==> config.mk <==
export PLATFORM = sky130hd
export DESIGN_NAME = seq_pattern_gen
export DESIGN_NICKNAME = d
export VERILOG_FILES = /design/src/rtl/seq_pkg.sv /design/src/rtl/seq_piso_shift.sv /design/src/rtl/seq_pattern_gen.sv
export SDC_FILE = /design/constraint.sdc
export NUM_CORES = 1
export LEC_CHECK = 0
export ABC_AREA = 0
export ABC_CLOCK_PERIOD_IN_PS = 2100
export CAP_MARGIN = 0
export CORE_MARGIN = 5
export CORE_UTILIZATION = 62
export CTS_CLUSTER_DIAMETER = 40
export DETAILED_ROUTE_END_ITERATION = 10
export DONT_BUFFER_PORTS = 1
export GPL_TIMING_DRIVEN = 0
export PLACE_DENSITY = 0.78
export RECOVER_POWER = 100
export SLEW_MARGIN = 5
export SYNTH_ARGS = -nofsm -noshare
export SYNTH_HDL_FRONTEND = slang
export SYNTH_SLANG_ARGS = --single-unit
==> constraint.sdc <==
create_clock -name clk -period 2.1 [get_ports clk]
set_input_delay 0.105 -clock clk [delete_from_list [all_inputs] [get_ports clk]]
set_output_delay 0.105 -clock clk [all_outputs]
set_load 0.005 [all_outputs]
==> src/rtl/seq_pkg.sv <==
// ----------------------------------------------------------------------------
// seq_pkg
// Shared definitions for the serial pattern generator and the detector benches.
//   - seq_state_t : 2-bit generator state encoding
//   - PAT_10101   : default pattern shared with the detector benches
// ----------------------------------------------------------------------------
package seq_pkg;

    localparam int STATE_W = 2;

    localparam logic [STATE_W-1:0] ENC_IDLE = 2'd0;
    localparam logic [STATE_W-1:0] ENC_SEND = 2'd1;
    localparam logic [STATE_W-1:0] ENC_GAP  = 2'd2;
    localparam logic [STATE_W-1:0] ENC_DONE = 2'd3;

    typedef enum logic [STATE_W-1:0] {
        ST_IDLE = ENC_IDLE,
        ST_SEND = ENC_SEND,
        ST_GAP  = ENC_GAP,
        ST_DONE = ENC_DONE
    } seq_state_t;

    localparam logic [4:0] PAT_10101 = 5'b10101;

endpackage

==> src/rtl/seq_piso_shift.sv <==
// ----------------------------------------------------------------------------
// seq_piso_shift
// PAT_W-bit parallel-load, MSB-first shift register. Load has priority over
// shift; each shift moves the register one place towards the MSB, filling 0.
// Ports:
//   clk, rstn   : clock, async active-low reset (clears the register)
//   load        : load load_val on the next rising edge
//   shift       : shift left by one on the next rising edge
//   load_val    : parallel load value
//   msb         : current MSB (bit on the line now)
//   msb_nxt     : bit that becomes the MSB after one shift
// ----------------------------------------------------------------------------
module seq_piso_shift #(
    parameter int PAT_W = 5
) (
    input  logic             clk,
    input  logic             rstn,
    input  logic             load,
    input  logic             shift,
    input  logic [PAT_W-1:0] load_val,
    output logic             msb,
    output logic             msb_nxt
);

    logic [PAT_W-1:0] data_q;

    always_ff @(posedge clk or negedge rstn) begin
        if (!rstn) begin
            data_q <= '0;
        end else if (load) begin
            data_q <= load_val;
        end else if (shift) begin
            data_q <= {data_q[PAT_W-2:0], 1'b0};
        end
    end

    assign msb     = data_q[PAT_W-1];
    assign msb_nxt = data_q[PAT_W-2];

endmodule

==> src/rtl/seq_pattern_gen.sv <==
// ----------------------------------------------------------------------------
// seq_pattern_gen
// Serial pattern transmitter: sends a latched PAT_W-bit pattern MSB-first,
// rep+1 times, with GAP idle cycles between frames, then pulses done.
//
// state   | meaning
// --------+-----------------------------------------------------------
// IDLE    | waiting for start (abort low); all outputs low
// SEND    | pattern bit on out, valid=1
// GAP     | idle cycles between frames, out=0, valid=0
// DONE    | one-cycle done pulse, then back to IDLE
//
// Ports:
//   clk, rstn : clock, async active-low reset
//   start     : send request, sampled only in IDLE
//   abort     : synchronous abort, returns to IDLE from any state
//   pat_in    : pattern, latched on start accept
//   rep       : frame count minus one, latched on start accept
//   out       : serial data (registered)
//   valid     : out carries a pattern bit
//   busy      : transfer in progress
//   done      : one-cycle pulse after the last bit of the last frame
// ----------------------------------------------------------------------------
module seq_pattern_gen
    import seq_pkg::*;
#(
    parameter int PAT_W = 5,
    parameter int GAP   = 0,
    parameter int REP_W = 4
) (
    input  logic             clk,
    input  logic             rstn,
    input  logic             start,
    input  logic             abort,
    input  logic [PAT_W-1:0] pat_in,
    input  logic [REP_W-1:0] rep,
    output logic             out,
    output logic             valid,
    output logic             busy,
    output logic             done
);

    localparam int              BIT_W    = $clog2(PAT_W);
    localparam logic [BIT_W-1:0] BIT_LAST = BIT_W'(PAT_W - 1);
    localparam logic [3:0]       GAP_LAST = (GAP > 0) ? 4'(GAP - 1) : 4'd0;

    seq_state_t       state_q, state_d;
    logic [PAT_W-1:0] pat_q, pat_d;
    logic [BIT_W-1:0] bit_cnt_q, bit_cnt_d;
    logic [REP_W-1:0] frame_cnt_q, frame_cnt_d;
    logic [3:0]       gap_cnt_q, gap_cnt_d;

    logic             sh_load, sh_shift;
    logic [PAT_W-1:0] sh_load_val;
    logic             sh_msb, sh_msb_nxt;
    logic             line_bit_d;
    logic             out_d, valid_d, busy_d, done_d;

    seq_piso_shift #(.PAT_W(PAT_W)) u_shift (
        .clk      (clk),
        .rstn     (rstn),
        .load     (sh_load),
        .shift    (sh_shift),
        .load_val (sh_load_val),
        .msb      (sh_msb),
        .msb_nxt  (sh_msb_nxt)
    );

    always_ff @(posedge clk or negedge rstn) begin
        if (!rstn) begin
            state_q     <= ST_IDLE;
            pat_q       <= '0;
            bit_cnt_q   <= '0;
            frame_cnt_q <= '0;
            gap_cnt_q   <= '0;
            out         <= 1'b0;
            valid       <= 1'b0;
            busy        <= 1'b0;
            done        <= 1'b0;
        end else begin
            state_q     <= state_d;
            pat_q       <= pat_d;
            bit_cnt_q   <= bit_cnt_d;
            frame_cnt_q <= frame_cnt_d;
            gap_cnt_q   <= gap_cnt_d;
            out         <= out_d;
            valid       <= valid_d;
            busy        <= busy_d;
            done        <= done_d;
        end
    end

    always_comb begin
        state_d     = state_q;
        pat_d       = pat_q;
        bit_cnt_d   = bit_cnt_q;
        frame_cnt_d = frame_cnt_q;
        gap_cnt_d   = gap_cnt_q;
        sh_load     = 1'b0;
        sh_shift    = 1'b0;
        sh_load_val = pat_q;

        case (state_q)
            ST_IDLE: begin
                if (start && !abort) begin
                    state_d     = ST_SEND;
                    pat_d       = pat_in;
                    frame_cnt_d = rep;
                    bit_cnt_d   = '0;
                    sh_load     = 1'b1;
                    sh_load_val = pat_in;
                end
            end
            ST_SEND: begin
                if (abort) begin
                    state_d = ST_IDLE;
                end else if (bit_cnt_q == BIT_LAST) begin
                    if (frame_cnt_q == '0) begin
                        state_d = ST_DONE;
                    end else if (GAP > 0) begin
                        state_d   = ST_GAP;
                        gap_cnt_d = GAP_LAST;
                    end else begin
                        // back-to-back frame: reload without a bubble
                        sh_load     = 1'b1;
                        frame_cnt_d = frame_cnt_q - REP_W'(1);
                        bit_cnt_d   = '0;
                    end
                end else begin
                    sh_shift  = 1'b1;
                    bit_cnt_d = bit_cnt_q + BIT_W'(1);
                end
            end
            ST_GAP: begin
                if (abort) begin
                    state_d = ST_IDLE;
                end else if (gap_cnt_q == 4'd0) begin
                    state_d     = ST_SEND;
                    sh_load     = 1'b1;
                    frame_cnt_d = frame_cnt_q - REP_W'(1);
                    bit_cnt_d   = '0;
                end else begin
                    gap_cnt_d = gap_cnt_q - 4'd1;
                end
            end
            ST_DONE: begin
                state_d = ST_IDLE;
            end
            default: begin
                state_d = ST_IDLE;
            end
        endcase
    end

    // Outputs are registered from the next state, so out must be the bit the
    // shift register will present after this edge.
    always_comb begin
        line_bit_d = sh_msb;
        if (sh_load) begin
            line_bit_d = sh_load_val[PAT_W-1];
        end else if (sh_shift) begin
            line_bit_d = sh_msb_nxt;
        end
        valid_d = (state_d == ST_SEND);
        out_d   = valid_d & line_bit_d;
        busy_d  = (state_d != ST_IDLE);
        done_d  = (state_d == ST_DONE);
    end

endmodule

# After elaboration in Yosys (flattened, before gate mapping)

Cells that the tools add are included.

Muxes and demuxes: 37
Reductions and logical operators: 11
Bitwise operators: 3
Equality and inequality tests: 13
$add $sub $neg: 3

Operators by type and width:

| operator                                             | number |
|---|---|
| two-way mux 4 bit                                    | 6 |
| two-way mux 5 bit                                    | 4 |
| two-way mux 3 bit                                    | 6 |
| two-way mux 2 bit                                    | 6 |
| inequality test 2 bit (second input constant)        | 6 |
| case mux 4 bit (3 select lines)                      | 1 |
| two-way mux 1 bit                                    | 11 |
| case mux 3 bit (3 select lines)                      | 1 |
| zero test 4 bit                                      | 2 |
| case mux 2 bit (4 select lines)                      | 1 |
| subtractor 4 x 1 -> 4 bit (second input constant)    | 2 |
| AND reduction 7 bit                                  | 1 |
| equality test 2 bit (second input constant)          | 3 |
| AND reduction 6 bit                                  | 1 |
| equality test 2 x 1 -> 1 bit (second input constant) | 2 |
| nonzero test 2 bit                                   | 2 |
| adder 3 x 1 -> 3 bit (second input constant)         | 1 |
| equality test 3 bit (second input constant)          | 1 |
| inequality test 3 bit (second input constant)        | 1 |
| case mux 1 bit (3 select lines)                      | 1 |
| AND reduction 3 bit                                  | 1 |
| nonzero test 3 bit                                   | 1 |
| zero test 2 bit                                      | 1 |
| NOT 1 bit                                            | 2 |
| other kinds (3)                                      | 3 |

Logic and storage cells: 77
Output and inout bits: 4
Input bits: 13
Register bits: 27

# Depth between registers and ports, before layout

Word-level depth: 7
Depth in mapped cells: 7
Mapped depth without buffers: 6

# Modules after synthesis

A second synthesis with hierarchy kept.

Cell total of the unflattened synthesis: 151
Area, all modules: 1,571.5 µm²

Modules (own cells, without submodules):

| module          | sequential area each (µm²) | instances | cells each | area an instance (µm²) |
|---|---|---|---|---|
| seq_pattern_gen | 550.5                      | 1         | 129        | 1,330.0 |
| seq_piso_shift  | 125.1                      | 1         | 22         | 241.5 |

# Least setup slack after synthesis

OpenSTA, ideal clock, no wires.

Path type: reg-to-reg
From: register state_q[0]
To: register frame_cnt_q[0]
Clock period less this slack: 1.895 ns
Data arrival time: 1.772 ns
Path slack: 0.205 ns
Path buffers: 1
Data required time: 1.976 ns
Setup time: 0.124 ns
Cell stages (with the launch flop): 8
Cell sequence: dfrtp_1 inv_1 ha_1 or4_1 o31ai_1 buf_4 a41oi_1 o21bai_1

Longest elaborated chain between the ends: 3
Elaborated cells between the ends (all ways): 12
Those cells by class: eq/ne (8); mux (1); reduce/logical (3)

Ends and longest elaborated chain:

| item                                                                  | line                   | text |
|---|---|---|
| start: declaration                                                    | seq_pattern_gen.sv:47  | `seq_state_t state_q, state_d;` |
| start signal: assignment                                              | seq_pattern_gen.sv:81  | `state_q <= state_d;` |
| equality test 2 x 1 -> 1 bit (tied with other cells)                  | seq_pattern_gen.sv:103 | `case (state_q)` |
| inequality test 2 bit (no line) or nonzero test 3 bit (tied branches) | --                     |  |
| AND reduction 7 bit (no line)                                         | --                     |  |
| end signal: assignment                                                | seq_pattern_gen.sv:84  | `frame_cnt_q <= frame_cnt_d;` |
| end: declaration                                                      | seq_pattern_gen.sv:50  | `logic [REP_W-1:0] frame_cnt_q, frame_cnt_d;` |

Parallel ways exist; a longest one is shown, timed or not.
A chain may end at the register's enable or synchronous reset.

# Final worst setup path

From: register frame_cnt_q[0]
To: register u_shift.data_q[1]

Longest elaborated chain between the ends: 6
Elaborated cells between the ends (all ways): 7
Those cells by class: mux (5); reduce/logical (2)

Ends and longest elaborated chain:

| item                                                    | line                   | text |
|---|---|---|
| zero test 4 bit *                                       | seq_pattern_gen.sv:118 | `if (frame_cnt_q == '0) begin` |
| two-way mux 1 bit *                                     | seq_pattern_gen.sv:118 |  |
| two-way mux 1 bit *                                     | seq_pattern_gen.sv:117 | `end else if (bit_cnt_q == BIT_LAST) begin` |
| two-way mux 1 bit *                                     | seq_pattern_gen.sv:115 | `if (abort) begin` |
| case mux 1 bit (3 select lines) *                       | seq_pattern_gen.sv:103 |  |
| two-way mux 5 bit or nonzero test 2 bit (tied branches) | --                     |  |
| end signal: assignment                                  | seq_piso_shift.sv:31   | `data_q <= load_val;` |
| end signal: assignment                                  | seq_piso_shift.sv:33   | `data_q <= {data_q[PAT_W-2:0], 1'b0};` |
| end: declaration                                        | seq_piso_shift.sv:25   | `logic [PAT_W-1:0] data_q;` |

Mark *: on every way between the ends. The rest lies on a longest branch, timed or not.

==> impl_metrics.xml <==
<?xml version="1.0" encoding="UTF-8"?>
<metrics>
  <group name="drt">
    <metric name="first_pass_iters" unit="">4</metric>
    <metric name="final_antenna_net_count" unit="">0</metric>
    <metric name="drt-initial-drc-count" unit="">48</metric>
    <metric name="routed_wire_length_per_instance" unit="µm">15.6</metric>
    <metric name="detail_route.vias_per_cell" unit="">6.02</metric>
    <metric name="drc" unit="">0</metric>
    <metric name="drt_wl_total" unit="µm">2900</metric>
    <metric name="vias" unit="">1119</metric>
  </group>
  <group name="synthesis">
    <metric name="synth-simple-area-share" unit="">0.151</metric>
    <metric name="synth.mux.area_fraction" unit="">0.103</metric>
    <metric name="syn_area" unit="µm²">1590</metric>
    <metric name="synth_compound_area_frac" unit="">0.186</metric>
    <metric name="syn_area_per_cell" unit="µm²">11.2</metric>
    <metric name="synth_fp_nets" unit="">165</metric>
    <metric name="async_flop_share" unit="">1.00</metric>
    <metric name="synth_seq_cells" unit="">27</metric>
    <metric name="synthesis.yosys.warnings" unit="">0</metric>
    <metric name="synth.top_cells.by_area" unit="">dfrtp_1 42%, ha_1 7.8%, mux2_2 4.9%</metric>
    <metric name="dominant_combinational_cell_family_by_area_after_synthesis" unit="">compound AO/OA/AOI/OAI gates</metric>
    <metric name="synthDominantCellAreaShare" unit="">0.424</metric>
    <metric name="post_synth_num_cell_types" unit="">42</metric>
    <metric name="synth_enable_flop_cells" unit="">0</metric>
    <metric name="ys_dominant_reg_cell" unit="">dfrtp_1</metric>
    <metric name="synth_top_area_cell" unit="">dfrtp_1</metric>
    <metric name="post_synth_xor_area_fraction" unit="">0.0165</metric>
    <metric name="synth_area_in_adders" unit="">0.0785</metric>
    <metric name="syn_inst" unit="">142</metric>
    <metric name="yosysSeqAreaShare" unit="">0.424</metric>
  </group>
  <group name="worst_setup_path">
    <metric name="worstSetupPathDepth" unit="">6</metric>
    <metric name="path_max_fanout" unit="">6</metric>
    <metric name="critical-path-max-stage-delay" unit="ns">0.42</metric>
    <metric name="worst_ep_arrival_time" unit="ns">2.23</metric>
    <metric name="critPathTopFamily" unit="">compound AO/OA/AOI/OAI gates</metric>
    <metric name="timing.critical_path.required" unit="ns">2.33</metric>
    <metric name="worstSetupEndpointType" unit="">flip-flop</metric>
    <metric name="worst-path-buf-inv" unit="">1</metric>
    <metric name="timing.critical_path.from_type" unit="">flip-flop</metric>
    <metric name="ff2ff_setup_slack" unit="ns">0.1</metric>
    <metric name="critical_path.cell_chain" unit="">inv_1, ha_1, or3b_1, a2bb2oi_2, a21o_4, mux2_4</metric>
    <metric name="ff2ff_path_depth" unit="">6</metric>
    <metric name="critical-path-slowest-cell" unit="">dfrtp_1</metric>
    <metric name="timing.setup.critical_path_class" unit="">flip-flop to flip-flop</metric>
  </group>
  <group name="clock_network">
    <metric name="cts-root-to-sink-buffers" unit="">2</metric>
    <metric name="insertion_delay" unit="ns">0.33</metric>
    <metric name="clock_sinks" unit="">27</metric>
    <metric name="cts_tree" unit="">done</metric>
    <metric name="cts-buffers-inserted" unit="">3</metric>
    <metric name="htree_levels" unit="">1</metric>
    <metric name="worst_path_clk_slew" unit="ns">0.14</metric>
    <metric name="ctsRootBufferMaster" unit="">clkbuf_4</metric>
  </group>
  <group name="finish">
    <metric name="multi_input_comb_area" unit="µm²">866</metric>
    <metric name="diodes" unit="">0</metric>
    <metric name="finish.utilization" unit="">0.710</metric>
    <metric name="register_area" unit="µm²">678</metric>
    <metric name="drive_above_1_share" unit="">0.212</metric>
    <metric name="fillers" unit="">184</metric>
    <metric name="final_nets" unit="">180</metric>
    <metric name="final_cells" unit="">186</metric>
    <metric name="area.growth.synth_to_final" unit="%">10.4</metric>
  </group>
  <group name="min_path">
    <metric name="timing.hold.worst.class" unit="">input pin to flip-flop</metric>
    <metric name="hold_depth" unit="">2</metric>
  </group>
  <group name="timing">
    <metric name="period_share" unit="">0.953</metric>
    <metric name="setup_viol" unit="">0</metric>
    <metric name="fin_worst_skew" unit="ns">0.00159</metric>
    <metric name="fin_setup_tns" unit="ns">0</metric>
    <metric name="max_freq" unit="MHz">499</metric>
    <metric name="finalCriticalPeriod" unit="ns">2.00</metric>
    <metric name="timing.max_slew.rel_slack" unit="">0.0665</metric>
    <metric name="finalMaxSlewViolations" unit="">0</metric>
    <metric name="final-hold-violation-count" unit="">0</metric>
    <metric name="max_slew.worst_pin.slew" unit="ns">1.40</metric>
  </group>
  <group name="die">
    <metric name="core.rowCount" unit="">18</metric>
    <metric name="floorplan.initialDensity" unit="">0.643</metric>
    <metric name="die_width" unit="µm">60.7</metric>
    <metric name="design.die.area" unit="µm²">3690</metric>
    <metric name="i_o_pins" unit="">17</metric>
    <metric name="core_region_area" unit="µm²">2480</metric>
    <metric name="die_y" unit="µm">60.7</metric>
  </group>
  <group name="placed_design">
    <metric name="buffer_ports.inserted" unit="">0</metric>
    <metric name="detailedPlacementHpwl" unit="µm">2150</metric>
    <metric name="routabilityCongestion" unit="">0.767</metric>
    <metric name="placed_cells_incl_taps" unit="">172</metric>
  </group>
  <group name="global_route">
    <metric name="first_global_vias" unit="">1180</metric>
    <metric name="grt_remaining_overflow" unit="">0</metric>
    <metric name="antenna_found_initial" unit="">0</metric>
    <metric name="grt_first_pass_wirelength" unit="µm">5120</metric>
    <metric name="grt_usage" unit="">0.187</metric>
    <metric name="pin_count_of_the_biggest_net_entering_global_routing" unit="">28</metric>
  </group>
  <group name="power_and_ir_drop">
    <metric name="ir_drop_worst_case_vdd" unit="µV">939</metric>
    <metric name="power-per-cell-area" unit="nW/µm²">1140</metric>
    <metric name="total_leakage_power" unit="nW">0.778</metric>
    <metric name="p_total" unit="mW">2.00</metric>
  </group>
  <group name="run_status">
    <metric name="outcome" unit="">complete, no violations</metric>
  </group>
  <group name="run">
    <metric name="max_cap_viol" unit="">0</metric>
  </group>
</metrics>
[flip-flops by register name (all words and copies together) (netlist names)]
register,flops
valid,1
frame_cnt_q,4
busy,1
state_q,2
bit_cnt_q,3
gap_cnt_q,4
out,1
pat_q,5
done,1
u_shift.data_q,5
[metrics by stage]
stage	setup WS [ns]	instance area [µm²]	hold slack, ns
finish	0.0980	1760	0.00947
global route	-0.00354	1760	0.0131
CTS	0.00335	1750	0.0135
detailed placement	0.0282	1630	-0.190
global placement	0.0555	1630	-0.190
floorplan	0.205	1590	-0.191
[final cells by class]
| type | instances | area share |
|---|---|---|
| Buffer | 2 | 0.00711 |
| Clock buffer | 4 | 0.0149 |
| Inverter | 14 | 0.0299 |
| Multi-Input combinational cell | 99 | 0.492 |
| Sequential cell | 27 | 0.385 |
| Tap cell | 30 | 0.0213 |
| Timing Repair Buffer | 10 | 0.0491 |
[metal layers]
metal | track usage | wire, µm | part of all wire
met1 | 0.217 | 1220 | 0.42
met2 | 0.347 | 1510 | 0.52
met3 | 0.0277 | 121 | 0.042
met4 | 0.0650 | 44 | 0.015
met5 | 0 | 0 | 0
[synthesized netlist by cell type (4+ instances only)]
cell type / n
mux2i_1: 4
inv_1: 14
dfrtp_1: 27
nand2_1: 8
nor2_1: 7
nor2b_1: 4
nor3_1: 4
a21oi_1: 7
ha_1: 10
a31oi_1: 4
mux2_2: 7
[placed cells by master, fill, tap and decap left out, types with 3 or more instances in the layout]
cell type / n
xnor2_1: 3
nand3b_1: 3
nor2b_1: 4
clkbuf_4: 3
a31oi_1: 4
mux2_4: 3
nor2_1: 7
a21oi_1: 7
ha_1: 7
nor3_1: 4
nand2b_1: 3
a41oi_1: 3
dlygate4sd3_1: 7
inv_1: 14
mux2i_1: 4
mux2_2: 7
o2bb2ai_1: 3
ha_2: 3
dfrtp_1: 25
nand2_1: 8
[path summary, 6_finish.rpt]
path	startpoint	end
worst max-delay path	frame_cnt_q[0]$_DFFE_PN0P_	u_shift.data_q[1]$_DFFE_PN0P_
worst min-delay path	rep[0]	frame_cnt_q[0]$_DFFE_PN0P_
worst max register to register	frame_cnt_q[0]$_DFFE_PN0P_	u_shift.data_q[1]$_DFFE_PN0P_
worst min register to register	frame_cnt_q[0]$_DFFE_PN0P_	frame_cnt_q[0]$_DFFE_PN0P_
max in group asynchronous	rstn	state_q[0]$_DFF_PN0_
min in group asynchronous	rstn	state_q[1]$_DFF_PN0_
[report_power, final]
group          total [mW]  switching (mW)  internal [mW]
registers           0.824           0.115          0.709
logic               0.952           0.480          0.473
clock network       0.227           0.152         0.0746
total                2.00           0.747           1.26
[cell families (layout without fill, tap and decap cells)]
group / count (synthesis) / after routing
adders and majority gates: 10 / 10
DFF: 27 / 27
AOI/OAI and AO/OA: 32 / 32
muxes: 14 / 14
buffers and inverters: 16 / 30
and+or+nand+nor: 40 / 40
xor gates and xnor gates: 3 / 3
[timing repair]
| action | CTS | global route |
|---|---|---|
| setup buffers | 0 | 1 |
| setup endpoints to repair | 1 | 7 |
| hold buffers | 8 | 0 |
| pin swaps | 0 | 0 |
| endpoints found under the hold margin | 34 | 0 |
| gates cloned | 0 | 1 |
| gates resized for setup | 1 | 6 |
(Power assumes the default switching activity.)
